$ cat config.mk
export PLATFORM = sky130hd
export DESIGN_NAME = vram_dump_tx_flat
export DESIGN_NICKNAME = d
export VERILOG_FILES = /design/src/rtl/vram_dump_tx_pkg.sv /design/src/rtl/vram_dump_tx_if.sv /design/src/rtl/vram_dump_tx_uart_tx.sv /design/src/rtl/vram_dump_tx.sv /design/src/flat_wrapper.sv
export SDC_FILE = /design/constraint.sdc
export NUM_CORES = 1
export LEC_CHECK = 0
export CORE_MARGIN = 5
export CORE_UTILIZATION = 54
export CTS_BUF_LIST = sky130_fd_sc_hd__clkbuf_8 sky130_fd_sc_hd__clkbuf_16
export DETAILED_ROUTE_END_ITERATION = 8
export PLACE_DENSITY = 0.8
export SLEW_MARGIN = 20
export SYNTH_ARGS = -nofsm -noshare
export SYNTH_HDL_FRONTEND = slang
export SYNTH_SLANG_ARGS = --single-unit
$ cat constraint.sdc
create_clock -name clk -period 2.2 [get_ports clk]
set_input_delay 0.22 -clock clk [delete_from_list [all_inputs] [get_ports clk]]
set_output_delay 0.22 -clock clk [all_outputs]
set_load 0.05 [all_outputs]
$ cat src/rtl/vram_dump_tx_pkg.sv
// Shared constants, FSM state type and frame helper for the VRAM read-back streamer.
package vram_dump_tx_pkg;

    // UART frame layout: one start bit, eight data bits, one stop bit.
    localparam int DATA_BITS  = 8;
    localparam int FRAME_BITS = 10;

    // VRAM geometry, shared with the UART-RX upload path.
    localparam int VRAM_DEPTH  = 22500;
    localparam int VRAM_ADDR_W = 15;
    localparam int DUMP_LEN_W  = 15;

    // Dump sequencer states.
    typedef enum logic [2:0] {
        ST_IDLE  = 3'd0,
        ST_RD    = 3'd1,
        ST_CAP   = 3'd2,
        ST_SEND  = 3'd3,
        ST_DRAIN = 3'd4
    } dump_state_e;

    // Full 8N1 frame for one byte, bit 0 goes on the line first.
    function automatic logic [FRAME_BITS-1:0] build_frame(input logic [DATA_BITS-1:0] data);
        return {1'b1, data, 1'b0};
    endfunction

endpackage

$ cat src/rtl/vram_dump_tx_if.sv
// Request, VRAM user-port and status signals of the VRAM read-back streamer.
interface vram_dump_tx_if
    import vram_dump_tx_pkg::*;
#(
    parameter int ADDR_W = vram_dump_tx_pkg::VRAM_ADDR_W,
    parameter int LEN_W  = vram_dump_tx_pkg::DUMP_LEN_W
) ();

    logic                 start;
    logic [ADDR_W-1:0]    start_addr;
    logic [LEN_W-1:0]     length;
    logic [ADDR_W-1:0]    vram_addr;
    logic [DATA_BITS-1:0] vram_data;
    logic                 tx;
    logic                 busy;
    logic                 done;
    logic                 err;

    // Requester / VRAM side.
    modport master (
        output start,
        output start_addr,
        output length,
        output vram_data,
        input  vram_addr,
        input  tx,
        input  busy,
        input  done,
        input  err
    );

    // Streamer side.
    modport slave (
        input  start,
        input  start_addr,
        input  length,
        input  vram_data,
        output vram_addr,
        output tx,
        output busy,
        output done,
        output err
    );

endinterface

$ cat src/rtl/vram_dump_tx_uart_tx.sv
// 8N1 UART transmitter with valid/ready input; ready also rises in the last
// cycle of a stop bit so consecutive frames follow without an idle gap.
module vram_dump_tx_uart_tx
    import vram_dump_tx_pkg::*;
#(
    parameter int CLKS_PER_BIT = 926
) (
    input  logic                 clk,
    input  logic                 rst_n,
    input  logic [DATA_BITS-1:0] data_i,
    input  logic                 valid_i,
    output logic                 ready_o,
    output logic                 tx_o,
    output logic                 idle_o
);

    localparam int BAUD_W = (CLKS_PER_BIT > 1) ? $clog2(CLKS_PER_BIT) : 1;
    localparam logic [BAUD_W-1:0] BAUD_LAST = BAUD_W'(CLKS_PER_BIT - 1);
    localparam int IDX_W = $clog2(FRAME_BITS);
    localparam logic [IDX_W-1:0] IDX_LAST = IDX_W'(FRAME_BITS - 1);

    logic                  active_q, active_d;
    logic [BAUD_W-1:0]     baud_q,   baud_d;
    logic [IDX_W-1:0]      idx_q,    idx_d;
    logic [FRAME_BITS-1:0] shift_q,  shift_d;
    logic                  tx_q,     tx_d;

    logic                  bit_end_s;
    logic                  last_bit_s;
    logic                  ready_s;
    logic                  load_s;
    logic [FRAME_BITS-1:0] frame_s;

    // Bit-boundary and handshake decode from the current counters.
    always_comb begin
        bit_end_s  = active_q && (baud_q == BAUD_LAST);
        last_bit_s = bit_end_s && (idx_q == IDX_LAST);
        ready_s    = !active_q || last_bit_s;
        load_s     = ready_s && valid_i;
        frame_s    = build_frame(data_i);
    end

    // Next-state for the shifter: load a frame, advance a bit, or count baud ticks.
    always_comb begin
        active_d = active_q;
        baud_d   = baud_q;
        idx_d    = idx_q;
        shift_d  = shift_q;
        tx_d     = tx_q;
        if (load_s) begin
            active_d = 1'b1;
            baud_d   = {BAUD_W{1'b0}};
            idx_d    = {IDX_W{1'b0}};
            shift_d  = frame_s;
            tx_d     = frame_s[0];
        end else if (last_bit_s) begin
            active_d = 1'b0;
            baud_d   = {BAUD_W{1'b0}};
            idx_d    = {IDX_W{1'b0}};
            tx_d     = 1'b1;
        end else if (bit_end_s) begin
            baud_d   = {BAUD_W{1'b0}};
            idx_d    = idx_q + IDX_W'(1);
            shift_d  = {1'b1, shift_q[FRAME_BITS-1:1]};
            tx_d     = shift_q[1];
        end else if (active_q) begin
            baud_d   = baud_q + BAUD_W'(1);
        end else begin
            tx_d     = 1'b1;
        end
    end

    // Shifter state; the line is forced high the instant reset asserts.
    always_ff @(posedge clk or negedge rst_n) begin
        if (!rst_n) begin
            active_q <= 1'b0;
            baud_q   <= {BAUD_W{1'b0}};
            idx_q    <= {IDX_W{1'b0}};
            shift_q  <= {FRAME_BITS{1'b1}};
            tx_q     <= 1'b1;
        end else begin
            active_q <= active_d;
            baud_q   <= baud_d;
            idx_q    <= idx_d;
            shift_q  <= shift_d;
            tx_q     <= tx_d;
        end
    end

    assign ready_o = ready_s;
    assign tx_o    = tx_q;
    assign idle_o  = !active_q;

endmodule

$ cat src/rtl/vram_dump_tx.sv
// VRAM read-back streamer: reads a wrap-around byte range through the VRAM
// user port and sends each byte over UART, prefetching the next byte while
// the current one shifts out.
module vram_dump_tx
    import vram_dump_tx_pkg::*;
#(
    parameter int CLKS_PER_BIT = 926,
    parameter int DEPTH        = vram_dump_tx_pkg::VRAM_DEPTH,
    parameter int ADDR_W       = vram_dump_tx_pkg::VRAM_ADDR_W,
    parameter int LEN_W        = vram_dump_tx_pkg::DUMP_LEN_W
) (
    input  logic          clk,
    input  logic          rst_n,
    vram_dump_tx_if.slave bus
);

    localparam int ADDR_X_W = ADDR_W + 1;
    localparam logic [ADDR_X_W-1:0] DEPTH_X   = ADDR_X_W'(DEPTH);
    localparam logic [ADDR_W-1:0]   ADDR_LAST = ADDR_W'(DEPTH - 1);

    dump_state_e          state_q,      state_d;
    logic [ADDR_W-1:0]    addr_q,       addr_d;
    logic [LEN_W-1:0]     remain_q,     remain_d;
    logic [DATA_BITS-1:0] hold_q,       hold_d;
    logic                 hold_valid_q, hold_valid_d;
    logic                 busy_q,       busy_d;
    logic                 done_q,       done_d;
    logic                 err_q,        err_d;

    logic                 tx_ready_s;
    logic                 tx_idle_s;
    logic                 tx_line_s;
    logic                 accept_s;

    // Address after a, wrapping from the last VRAM byte back to 0.
    function automatic logic [ADDR_W-1:0] wrap_inc(input logic [ADDR_W-1:0] a);
        if (a == ADDR_LAST) begin
            return {ADDR_W{1'b0}};
        end else begin
            return a + ADDR_W'(1);
        end
    endfunction

    vram_dump_tx_uart_tx #(
        .CLKS_PER_BIT (CLKS_PER_BIT)
    ) u_uart_tx (
        .clk     (clk),
        .rst_n   (rst_n),
        .data_i  (hold_q),
        .valid_i (hold_valid_q),
        .ready_o (tx_ready_s),
        .tx_o    (tx_line_s),
        .idle_o  (tx_idle_s)
    );

    assign accept_s = hold_valid_q && tx_ready_s;

    // Dump sequencer next-state, counters and one-cycle status pulses.
    always_comb begin
        state_d      = state_q;
        addr_d       = addr_q;
        remain_d     = remain_q;
        hold_d       = hold_q;
        hold_valid_d = hold_valid_q;
        busy_d       = busy_q;
        done_d       = 1'b0;
        err_d        = 1'b0;
        case (state_q)
            ST_IDLE: begin
                if (bus.start) begin
                    if ({1'b0, bus.start_addr} >= DEPTH_X) begin
                        err_d = 1'b1;
                    end else if (bus.length == {LEN_W{1'b0}}) begin
                        done_d = 1'b1;
                    end else begin
                        addr_d   = bus.start_addr;
                        remain_d = bus.length;
                        busy_d   = 1'b1;
                        state_d  = ST_RD;
                    end
                end else begin
                    state_d = ST_IDLE;
                end
            end
            ST_RD: begin
                state_d = ST_CAP;
            end
            ST_CAP: begin
                hold_d       = bus.vram_data;
                hold_valid_d = 1'b1;
                addr_d       = wrap_inc(addr_q);
                remain_d     = remain_q - LEN_W'(1);
                state_d      = ST_SEND;
            end
            ST_SEND: begin
                if (accept_s) begin
                    hold_valid_d = 1'b0;
                    if (remain_q != {LEN_W{1'b0}}) begin
                        state_d = ST_RD;
                    end else begin
                        state_d = ST_DRAIN;
                    end
                end else begin
                    state_d = ST_SEND;
                end
            end
            ST_DRAIN: begin
                // The transmitter is mid-frame on entry, so ready here marks the
                // final cycle of the last stop bit; done then lands one cycle later.
                if (tx_idle_s || tx_ready_s) begin
                    done_d  = 1'b1;
                    busy_d  = 1'b0;
                    state_d = ST_IDLE;
                end else begin
                    state_d = ST_DRAIN;
                end
            end
            default: begin
                state_d      = ST_IDLE;
                busy_d       = 1'b0;
                hold_valid_d = 1'b0;
            end
        endcase
    end

    // Sequencer registers; reset abandons any dump in progress.
    always_ff @(posedge clk or negedge rst_n) begin
        if (!rst_n) begin
            state_q      <= ST_IDLE;
            addr_q       <= {ADDR_W{1'b0}};
            remain_q     <= {LEN_W{1'b0}};
            hold_q       <= {DATA_BITS{1'b0}};
            hold_valid_q <= 1'b0;
            busy_q       <= 1'b0;
            done_q       <= 1'b0;
            err_q        <= 1'b0;
        end else begin
            state_q      <= state_d;
            addr_q       <= addr_d;
            remain_q     <= remain_d;
            hold_q       <= hold_d;
            hold_valid_q <= hold_valid_d;
            busy_q       <= busy_d;
            done_q       <= done_d;
            err_q        <= err_d;
        end
    end

    assign bus.vram_addr = addr_q;
    assign bus.tx        = tx_line_s;
    assign bus.busy      = busy_q;
    assign bus.done      = done_q;
    assign bus.err       = err_q;

endmodule
$ cat src/flat_wrapper.sv
// flat-port wrapper written by rule: the top's interface ports become plain ports
module vram_dump_tx_flat import vram_dump_tx_pkg::*;
#(
    parameter int CLKS_PER_BIT = 926,
    parameter int DEPTH        = vram_dump_tx_pkg::VRAM_DEPTH,
    parameter int ADDR_W       = vram_dump_tx_pkg::VRAM_ADDR_W,
    parameter int LEN_W        = vram_dump_tx_pkg::DUMP_LEN_W
)
  (clk, rst_n, bus_start, bus_start_addr, bus_length, bus_vram_data, bus_vram_addr, bus_tx, bus_busy, bus_done, bus_err);
  vram_dump_tx_if #(.ADDR_W(ADDR_W), .LEN_W(LEN_W)) bus_i ();
  input  logic clk;
  input  logic rst_n;
  input wire logic [$bits(bus_i.start)-1:0] bus_start;
  input wire logic [$bits(bus_i.start_addr)-1:0] bus_start_addr;
  input wire logic [$bits(bus_i.length)-1:0] bus_length;
  input wire logic [$bits(bus_i.vram_data)-1:0] bus_vram_data;
  output wire logic [$bits(bus_i.vram_addr)-1:0] bus_vram_addr;
  output wire logic [$bits(bus_i.tx)-1:0] bus_tx;
  output wire logic [$bits(bus_i.busy)-1:0] bus_busy;
  output wire logic [$bits(bus_i.done)-1:0] bus_done;
  output wire logic [$bits(bus_i.err)-1:0] bus_err;
  assign bus_i.start = bus_start;
  assign bus_i.start_addr = bus_start_addr;
  assign bus_i.length = bus_length;
  assign bus_i.vram_data = bus_vram_data;
  assign bus_vram_addr = bus_i.vram_addr;
  assign bus_tx = bus_i.tx;
  assign bus_busy = bus_i.busy;
  assign bus_done = bus_i.done;
  assign bus_err = bus_i.err;
  vram_dump_tx #(.CLKS_PER_BIT(CLKS_PER_BIT), .DEPTH(DEPTH), .ADDR_W(ADDR_W), .LEN_W(LEN_W)) u_core (.clk(clk), .rst_n(rst_n), .bus(bus_i));
endmodule
# After elaboration in Yosys (flattened, before gate mapping)
# Cells that the tools add are included.
[op_classes] eq_ne=16 n_mux=47 bitwise_logic=2 magnitude_cmp=1 n_addsub=4 n_reduce_logical=21
[op_table] operator="$mux W15" count=7
[op_table] operator="$mux W10" count=7
[op_table] operator="$pmux W15 S2" count=2
[op_table] operator="$mux W1" count=18
[op_table] operator="$mux W3" count=6
[op_table] operator="$add A15 B1 Y15 const B" count=1
[op_table] operator="$eq A15 B15 Y1 const B" count=1
[op_table] operator="$ge A15 B15 Y1 const B" count=1
[op_table] operator="$logic_not A15 Y1" count=1
[op_table] operator="$pmux W3 S5" count=1
[op_table] operator="$reduce_bool A15 Y1" count=1
[op_table] operator="$sub A15 B1 Y15 const B" count=1
[op_table] operator="$mux W4" count=3
[op_table] operator="$add A10 B1 Y10 const B" count=1
[op_table] operator="$eq A10 B10 Y1 const B" count=1
[op_table] operator="$eq A3 B2 Y1 const B" count=2
[op_table] operator="$ne A2 B1 Y1 const B" count=3
[op_table] operator="$ne A2 B2 Y1 const B" count=3
[op_table] operator="$ne A3 B3 Y1 const B" count=2
[op_table] operator="$pmux W1 S3" count=2
[op_table] operator="$reduce_and A2 Y1" count=3
[op_table] operator="$reduce_bool A2 Y1" count=3
[op_table] operator="$reduce_or A3 Y1" count=2
[op_table] operator="$reduce_and A5 Y1" count=1
[op_table] operator="other kinds (14)" count=18
[word_totals] input_bits=41 regBits=71

# Logic depth before layout (Yosys ltp)
# Gate-level depths: netlist (run 1).
[logic_depth] word_depth=7 ltp_mapped=8

# Modules after synthesis
# A second synthesis (run 1) with hierarchy kept.
[hier_totals] hier_cells=407 area_unflattened_um2=3867.5
[modules_own_cells] mod="vram_dump_tx" instances=1 cells_per_inst=291 area_per_inst_um2=2611.3
[modules_own_cells] mod="vram_dump_tx_uart_tx" instances=1 cells_per_inst=116 area_per_inst_um2=1256.2

# Least setup slack after synthesis (run 1)
# OpenSTA, ideal clock, no wires.
[synth_path] kind="flip-flop to flip-flop" from="register u_core.addr_q[0] (netlist: u_core.bus.vram_addr[0])" to="register u_core.addr_q[14] (netlist: u_core.bus.vram_addr[14])" synth_period_minus_slack_ps=2164 setup_ps=126 arrival_time_ps=2038 stages_incl_launch_ff=7 path_slack_ps=36 cell_sequence="dfrtp_1 ha_1 nand4_1 nor4_1 nand3_1 a22o_1 a221o_1"
[synth_via] elab_chain_len=3 elab_cells_between_ends=4
[synth_rtl] item="start: declaration" line="vram_dump_tx.sv:22" text="logic [ADDR_W-1:0] addr_q, addr_d;"
[synth_rtl] item="start signal: assignment" line="vram_dump_tx.sv:130" text="addr_q <= {ADDR_W{1'b0}};"
[synth_rtl] item="start signal: assignment" line="vram_dump_tx.sv:139" text="addr_q <= addr_d;"
[synth_rtl] item="$add A15 B1 Y15 / $eq A15 B15 Y1 (equally long branches)" line="vram_dump_tx.sv:40, vram_dump_tx.sv:37"
[synth_rtl] item="$mux W15 *" line="vram_dump_tx.sv:37" text="if (a == ADDR_LAST) begin"
[synth_rtl] item="$pmux W15 S2 *" line="vram_dump_tx.sv:68" text="case (state_q)"
# Every way passes the cells marked *; elsewhere a longest branch is shown, timed or not.
# A chain may end at the register's enable or synchronous reset.

# Final worst setup path (run 1)
[layout_path] from="input port bus_start_addr[11]" to="register u_core.addr_q[13] (netlist: u_core.bus.vram_addr[13])"
[layout_via] elab_chain_len=3
[layout_rtl] item="start: declaration" line="flat_wrapper.sv:14" text="input wire logic [$bits(bus_i.start_addr)-1:0] bus_start_addr;"
[layout_rtl] item="$ge A15 B15 Y1" line="vram_dump_tx.sv:71" text="if ({1'b0, bus.start_addr} >= DEPTH_X) begin"
[layout_rtl] item="$ne A2 B2 Y1 (no source line)"
[layout_rtl] item="$reduce_and A4 Y1 (no source line)"
# No other way between the ends.

==> metrics.md, run 1 <==
| Metric | Value |
|---|---|
| Status | `complete, no violations` |
| FILL cells | `501` |
| Crit end category | `flip-flop` |
| Leak | `0.002153 uW` |
| DPL Wire Length | `7365 um` |
| Gate Count Post-Synth | `416` |
| Placed instance area | `0.004847 mm^2` |
| Inserted Diodes | `0` |
| Initial DRC count | `a little under 200` |
| Seq/Total Area, Yosys | `0.4530` |
| WHS | `302.4 ps` |
| Total chip power | `2627 uW` |
| Syn_nets | `464` |
| CTS root buffer | `clkbuf_8` |
| First-pass GRT wire length | `16860 um` |
| Register bit total from synthesis | `69` |
| Multi-input gate area | `0.001998 mm^2` |
| P&R area growth vs syn | `32.84%` |
| TritonCTS Buffers | `9` |
| Most frequent cells in the layout | `dfrtp_1 (60), clkdlybuf4s50_1 (58), nand2_1 (53), buf_4 (45), nor2_1 (39)` |
| Clock transition at path regs | `80 ps` |
| FF+latch area | `0.001738 mm^2` |
| YS warnings | `0` |
| Core box area | `0.006869 mm^2` |
| WL/cell | `16.68 um` |
| Max-slew violations | `0` |
| Most common cell after layout, fill and taps aside | `dfrtp_1` |
| Routed Antenna Nets | `0` |
| Overall die area | `0.008890 mm^2` |
| Slew HR | `0.6505` |
| Fin nets | `563` |
| Logic gate share of total power | `0.065` |
| Port-buffer cells | `59` |
| Layout cells sized above 1 | `0.1923` |
| Clock power frac | `0.441` |
| Synth Area per Inst | `9.222 um^2` |
| Clk buf depth | `2` |
| Die Width | `94.29 um` |
| Gpl congestion | `approximately 0.87` |
| Gr usage total | `0.2425` |
| Reg power frac | `0.494` |
| Placement row count | `30` |
| Main synth FF type | `dfrtp_1` |
| Reg-to-reg setup timing slack | `160 ps` |
| Drt total wl | `10270 um` |
| EDFF count, synth | `0` |
| Starting Density | `0.5585` |
| Worst Max-Slew Pin Slew | `522.5 ps` |
| Fin Setup TNS | `0 ps` |
| Post-Syn Area | `0.003836 mm^2` |
| Cell Int Power | `2033 uW` |
| Asr flop ratio synth | `1.000` |
| CTS tree | `built` |
| Clock sinks | `69` |
| Worst path required time | `2430 ps` |
| Startpoint types | `primary input` |
| Via count | `3762` |
| Minimum clock period | `just over 2000 ps` |
| PwrDens | `between 500 and 600 mW/mm^2` |
| Vias in the first global route | `between 3000 and 4000` |
| Crit path arrival time | `2290 ps` |
| H-tree levels | `3` |
| RSZ-0062 raised after global routing | `no` |
| Psw | `593.7 uW` |
| Yosys cell types | `61` |
| Fin. Hold Viols | `0` |
| Max Cap Violations | `0` |
| Fin area | `0.005096 mm^2` |
| Worst vdd ir | `0.3841 mV` |
| Clk_lat worst skew | `350 ps` |
| Fmax | `between 0.4 and 0.5 GHz` |
| Drt drc | `0` |
| Post-DR vias/cell | `between 6 and 7` |
| Hold Path Class | `primary input to asynchronous set/reset pin` |
| Gr ovfl total | `0` |
| Initial antenna violation count | `0` |
| Critical path peak fanout | `9` |
| Setup Skew | `7.401 ps` |
| Crit path kind | `primary input to flip-flop` |
| Sw frac | `0.2260` |
| Period utilization | `0.9346` |
| Final setup viols | `0` |
| TritonRoute pass-1 iters | `4` |
| Num ports | `60` |
| Largest net degree at the start of global routing | `39` |
| Die span in y | `94.29 um` |
==> area by class of cell <==
type,instances,share of cell area
Clock buffer,9,0.02431
Clock inverter,7,0.01915
Inverter,12,0.008839
Multi-Input combinational cell,316,0.3921
Sequential cell,69,0.3410
Tap cell,96,0.02357
Timing Repair Buffer,107,0.1910
==> synthesized netlist by cell type, drive strengths merged, types with 3 or more instances <==
library cell,n,area [um^2]
dfrtp,60,1501
nand2,54,205.2
nor2,39,146.4
nor3,25,130.1
a21oi,24,120.1
nand3,20,110.1
o21ai,20,100.1
buf,14,73.81
nor4,13,102.6
inv,12,45.04
a221o,10,101.4
nand4,10,62.56
dfstp,9,236.5
mux2i,9,90.09
ha,7,87.58
a211oi,6,45.04
o221a,6,67.56
o22ai,6,37.54
clkbuf,5,18.77
o31ai,5,47.54
a311oi,4,35.03
a31oi,4,25.02
nand2b,4,25.02
nor3b,4,30.03
o211ai,4,30.03
and2,3,18.77
and3,3,18.77
or4,3,26.27
xnor2,3,26.28
==> worst max-delay path, stage by stage <==
cell and delay (ps):
clkdlybuf4s50_1 420, a21oi_1 190, o21ai_0 140, buf_4 170
nor4bb_4 510, nor2_1 250, a221o_2 370
==> flip-flops by register name, indices dropped and copies added (netlist names) <==
signal / count
u_core.bus.busy: 1
u_core.bus.done: 1
u_core.bus.err: 1
u_core.bus.vram_addr: 15
u_core.hold_q: 8
u_core.hold_valid_q: 1
u_core.remain_q: 15
u_core.state_q: 3
u_core.u_uart_tx.active_q: 1
u_core.u_uart_tx.baud_q: 10
u_core.u_uart_tx.idx_q: 4
u_core.u_uart_tx.shift_q: 8
u_core.u_uart_tx.tx_o: 1
==> metrics by stage <==
stage            util  setup WS [ps]  cells
3_5_place_dp   0.7056         -220.4    599
3_3_place_gp   0.7056         -183.5    599
2_1_floorplan       -          35.62    416
6_report       0.7419          144.0    616
5_1_grt        0.7419          9.799    616
4_1_cts        0.7393          141.8    616
==> power by group through the flow <==
| stage | Sequential [uW] | Combinational (uW) | Clock (uW) |
|---|---|---|---|
| finish | 1300 | 170 | 1160 |
| global route | 1300 | 184 | 1230 |
| CTS | 1300 | 172 | 1170 |
| detailed placement | 1320 | 168 | 0 |
| global placement | 1320 | 166 | 0 |
| floorplan | 1320 | 23.4 | 0 |
==> path summary, 6_finish.rpt <==
kind                                          from                  endpoint  cells after the start
setup / recovery                bus_start_addr[11]  u_core.bus.vram_addr[13]                      7
min in group clk                  bus_vram_data[3]          u_core.hold_q[3]                      3
hold / removal                               rst_n   u_core.bus.vram_addr[7]                      2
max in group asynchronous                    rst_n     u_core.u_uart_tx.tx_o                      3
setup reg to reg           u_core.bus.vram_addr[4]   u_core.bus.vram_addr[7]                      6
hold reg to reg                   u_core.hold_q[2]          u_core.hold_q[2]                      2
==> cell families after synthesis <==
kind of cell | share of synthesized area
AO/OA/AOI/OAI | 0.1980
XOR/XNOR | 0.009134
adder cells (fa/ha/maj) | 0.02283
buffers and inverters | 0.03587
flip-flops | 0.4530
multiplexers | 0.02642
AND/OR/NAND/NOR | 0.2547
==> layer usage <==
layer  up-vias  global-route usage  part of all wire
met1      1762              0.3050              0.41
met3        41             0.04888             0.078
met5         -                   0                 0
li1       1762                   -                 -
met2       197              0.3983              0.48
met4         0              0.1143             0.029
==> what timing repair did <==
| action | CTS | global route |
|---|---|---|
| setup endpoints to repair | 0 | 9 |
| gates resized for setup | 0 | 2 |
| setup buffers | 0 | 0 |
| hold buffers | 1 | 0 |
| hold endpoints to repair | 12 | 0 |
(Power assumes the default switching activity.)
==> run 2, diff against run 1 <==
--- a/config.mk
+++ b/config.mk
@@ -6,11 +6,12 @@
 export NUM_CORES = 1
 export LEC_CHECK = 0
 export CORE_MARGIN = 5
-export CORE_UTILIZATION = 54
+export CORE_UTILIZATION = 45
 export CTS_BUF_LIST = sky130_fd_sc_hd__clkbuf_8 sky130_fd_sc_hd__clkbuf_16
 export DETAILED_ROUTE_END_ITERATION = 8
-export PLACE_DENSITY = 0.8
+export PLACE_DENSITY = 0.69
 export SLEW_MARGIN = 20
 export SYNTH_ARGS = -nofsm -noshare
 export SYNTH_HDL_FRONTEND = slang
 export SYNTH_SLANG_ARGS = --single-unit
+export TNS_END_PERCENT = 20
==> metrics.md, run 2 (synthesis gave the netlist of run 1 again) <==
| Metric | Value |
|---|---|
| WL/cell | `15.44 um (was 16.68 um)` |
| CTS tree | `built (unchanged)` |
| DP Cell Count | `612 (was 599)` |
| CTS root buffer | `clkbuf_8 (unchanged)` |
| Gr usage total | `0.1995 (was 0.2425)` |
| Clock sinks | `69 (unchanged)` |
| Die Width | `102.3 um (was 94.29 um)` |
| Crit end category | `flip-flop (unchanged)` |
| Final setup viols | `0 (unchanged)` |
| Most common cell after layout, fill and taps aside | `dfrtp_1 (unchanged)` |
| Num ports | `60 (unchanged)` |
| Inserted Diodes | `0 (unchanged)` |
| Reg-to-reg setup timing slack | `200 ps (was 160 ps)` |
| Setup Skew | `10.54 ps (was 7.401 ps)` |
| Crit path arrival time | `2280 ps (was 2290 ps)` |
| Via count | `3623 (was 3762)` |
| Worst vdd ir | `0.3008 mV (was 0.3841 mV)` |
| Non-filler instance count after layout | `629 (was 616)` |
| TritonCTS Buffers | `9 (unchanged)` |
| Die span in y | `102.3 um (was 94.29 um)` |
| Hold Path Class | `primary input to flip-flop (was primary input to asynchronous set/reset pin)` |
| R2R cell count | `5 (was 6)` |
| Max-slew violations | `0 (unchanged)` |
| Clk_lat worst skew | `350 ps (about the same)` |
| Initial DRC count | `197 (was 193)` |
| Vias in the first global route | `3586 (was 3684)` |
| Period utilization | `0.9075 (was 0.9346)` |
| Routed Antenna Nets | `0 (unchanged)` |
| Startpoint types | `flip-flop (was primary input)` |
| Drt drc | `0 (unchanged)` |
| Critical path peak fanout | `6 (was 9)` |
| Most frequent cells in the layout | `dfrtp_1 (60), clkdlybuf4s50_1 (58), nand2_1 (53), buf_4 (49), nor2_1 (39) (was dfrtp_1 (60), clkdlybuf4s50_1 (58), nand2_1 (53), buf_4 (45), nor2_1 (39))` |
| Initial antenna violation count | `0 (unchanged)` |
| Post-DR vias/cell | `5.760 (was 6.107)` |
| Worst path required time | `2490 ps (was 2430 ps)` |
| Max Cap Violations | `0 (unchanged)` |
| Gr ovfl total | `0 (unchanged)` |
| Worst Max-Slew Pin Slew | `517.3 ps (was 522.5 ps)` |
| H-tree levels | `3 (unchanged)` |
| Starting Density | `0.4645 (was 0.5585)` |
| Minimum clock period | `1997 ps (was 2056 ps)` |
| RSZ-0062 raised after global routing | `no (unchanged)` |
| TritonRoute pass-1 iters | `5 (was 4)` |
| Slew HR | `0.6540 (was 0.6505)` |
| Fmax | `0.5009 GHz (was 0.4864 GHz)` |
| Critical R2R Launch | `u_core.remain_q[7] (was u_core.bus.vram_addr[4])` |
| Fin. Hold Viols | `0 (unchanged)` |
| Crit path kind | `flip-flop to flip-flop (was primary input to flip-flop)` |
| DPL Wire Length | `7069 um (was 7365 um)` |
| Layout cells sized above 1 | `0.1966 (was 0.1923)` |
| First-pass GRT wire length | `16760 um (was 16860 um)` |
| Status | `complete, no violations (unchanged)` |
| Placement row count | `33 (was 30)` |
| Met2 global-route usage | `0.3248 (was 0.3983)` |
| Leak | `0.002165 uW (was 0.002153 uW)` |
| Clock transition at path regs | `80 ps (about the same)` |
| Worst setup endpoint | `u_core.state_q[2] (was u_core.bus.vram_addr[13])` |
| Drt total wl | `9713 um (was 10270 um)` |
| Reg-to-Reg End | `u_core.state_q[2] (was u_core.bus.vram_addr[7])` |
| Grt met3 use | `0.02935 (was 0.04888)` |
| WHS | `395.6 ps (was 302.4 ps)` |
| Fin nets | `567 (was 563)` |
| Setup crit start | `u_core.remain_q[7] (was bus_start_addr[11])` |
| Total chip power | `2496 uW (was 2627 uW)` |
| Clk buf depth | `2 (unchanged)` |
| Overall die area | `0.01047 mm^2 (was 0.008890 mm^2)` |
| Core box area | `0.008258 mm^2 (was 0.006869 mm^2)` |
| Largest net degree at the start of global routing | `70 (was 39)` |
| PwrDens | `489.2 mW/mm^2 (was 515.4 mW/mm^2)` |
| Port-buffer cells | `59 (unchanged)` |
| P&R area growth vs syn | `33.01% (was 32.84%)` |
| Gpl congestion | `0.8504 (was 0.8736)` |
| Busiest grt layer | `met2 (unchanged)` |
| Grt met1 use | `0.2698 (was 0.3050)` |
run 2: cell count changes in the layout (fill, tap and decap cells not counted), sizes merged:
| cell | change |
|---|---|
| clkinv | +3 |
| bufinv | -1 |
| clkinvlp | -1 |
| inv | -1 |
| buf | +4 |
run 2: layout make-up:
class	instances	area (um^2)
fillers	735	3156
multi-input cells	316	1987
flip-flops and latches	69	1738
repair buffers	111	1003
well taps	105	131.4
clock buffers	9	123.9
clock inverters	7	73.82
inverters	12	45.04
run 2: per-layer routing:
metal  vias up  routed length [um]
met4         0                 150
met3        14                 481
met1      1739                4541
met5         -                   0
li1       1778                   -
met2        92                4541
run 2: worst min path at each step:
stage,from,endpoint,slack [ps],depth (start not counted)
after floorplan,rst_n,u_core.bus.busy,-80,0
after global placement,rst_n,u_core.bus.vram_addr[7],270,2
after detailed placement,rst_n,u_core.bus.vram_addr[7],270,2
after CTS,bus_vram_data[2],u_core.hold_q[2],380,3
after global routing,bus_vram_data[6],u_core.hold_q[6],400,3
final,bus_vram_data[3],u_core.hold_q[3],400,3
run 2: worst max-delay path, cell delays in order, from the launching register on:
cell     delay [ps]
dfrtp_1         440
or4_1           580
nor4_2          270
nand4_1         210
nor4_1          300
a31o_2          150
run 2: metrics by stage:
stage | setup WS [ps] | util | area (um^2) | setup TNS (ps)
2_1_floorplan | 35.62 | - | 3836 | 0
3_3_place_gp | -112.8 | 0.5920 | 4888 | -1481
3_5_place_dp | -109.1 | 0.5920 | 4888 | -1288
4_1_cts | 194.0 | 0.6171 | 5096 | 0
5_1_grt | 64.85 | 0.6179 | 5102 | 0
6_report | 203.4 | 0.6179 | 5102 | 0
run 2: where the power goes:
| group | internal [uW] | switching (uW) |
|---|---|---|
| clock | 527 | 501 |
| sequential | 1290 | 7.71 |
| combinational | 105 | 67.3 |
run 2: repair_timing:
item / in CTS / in global routing
hold endpoints to repair: 60 / 0
buffers inserted: 0 / 0
setup endpoints to repair: 0 / 1
resized for setup: 0 / 1
hold buffers: 1 / 0
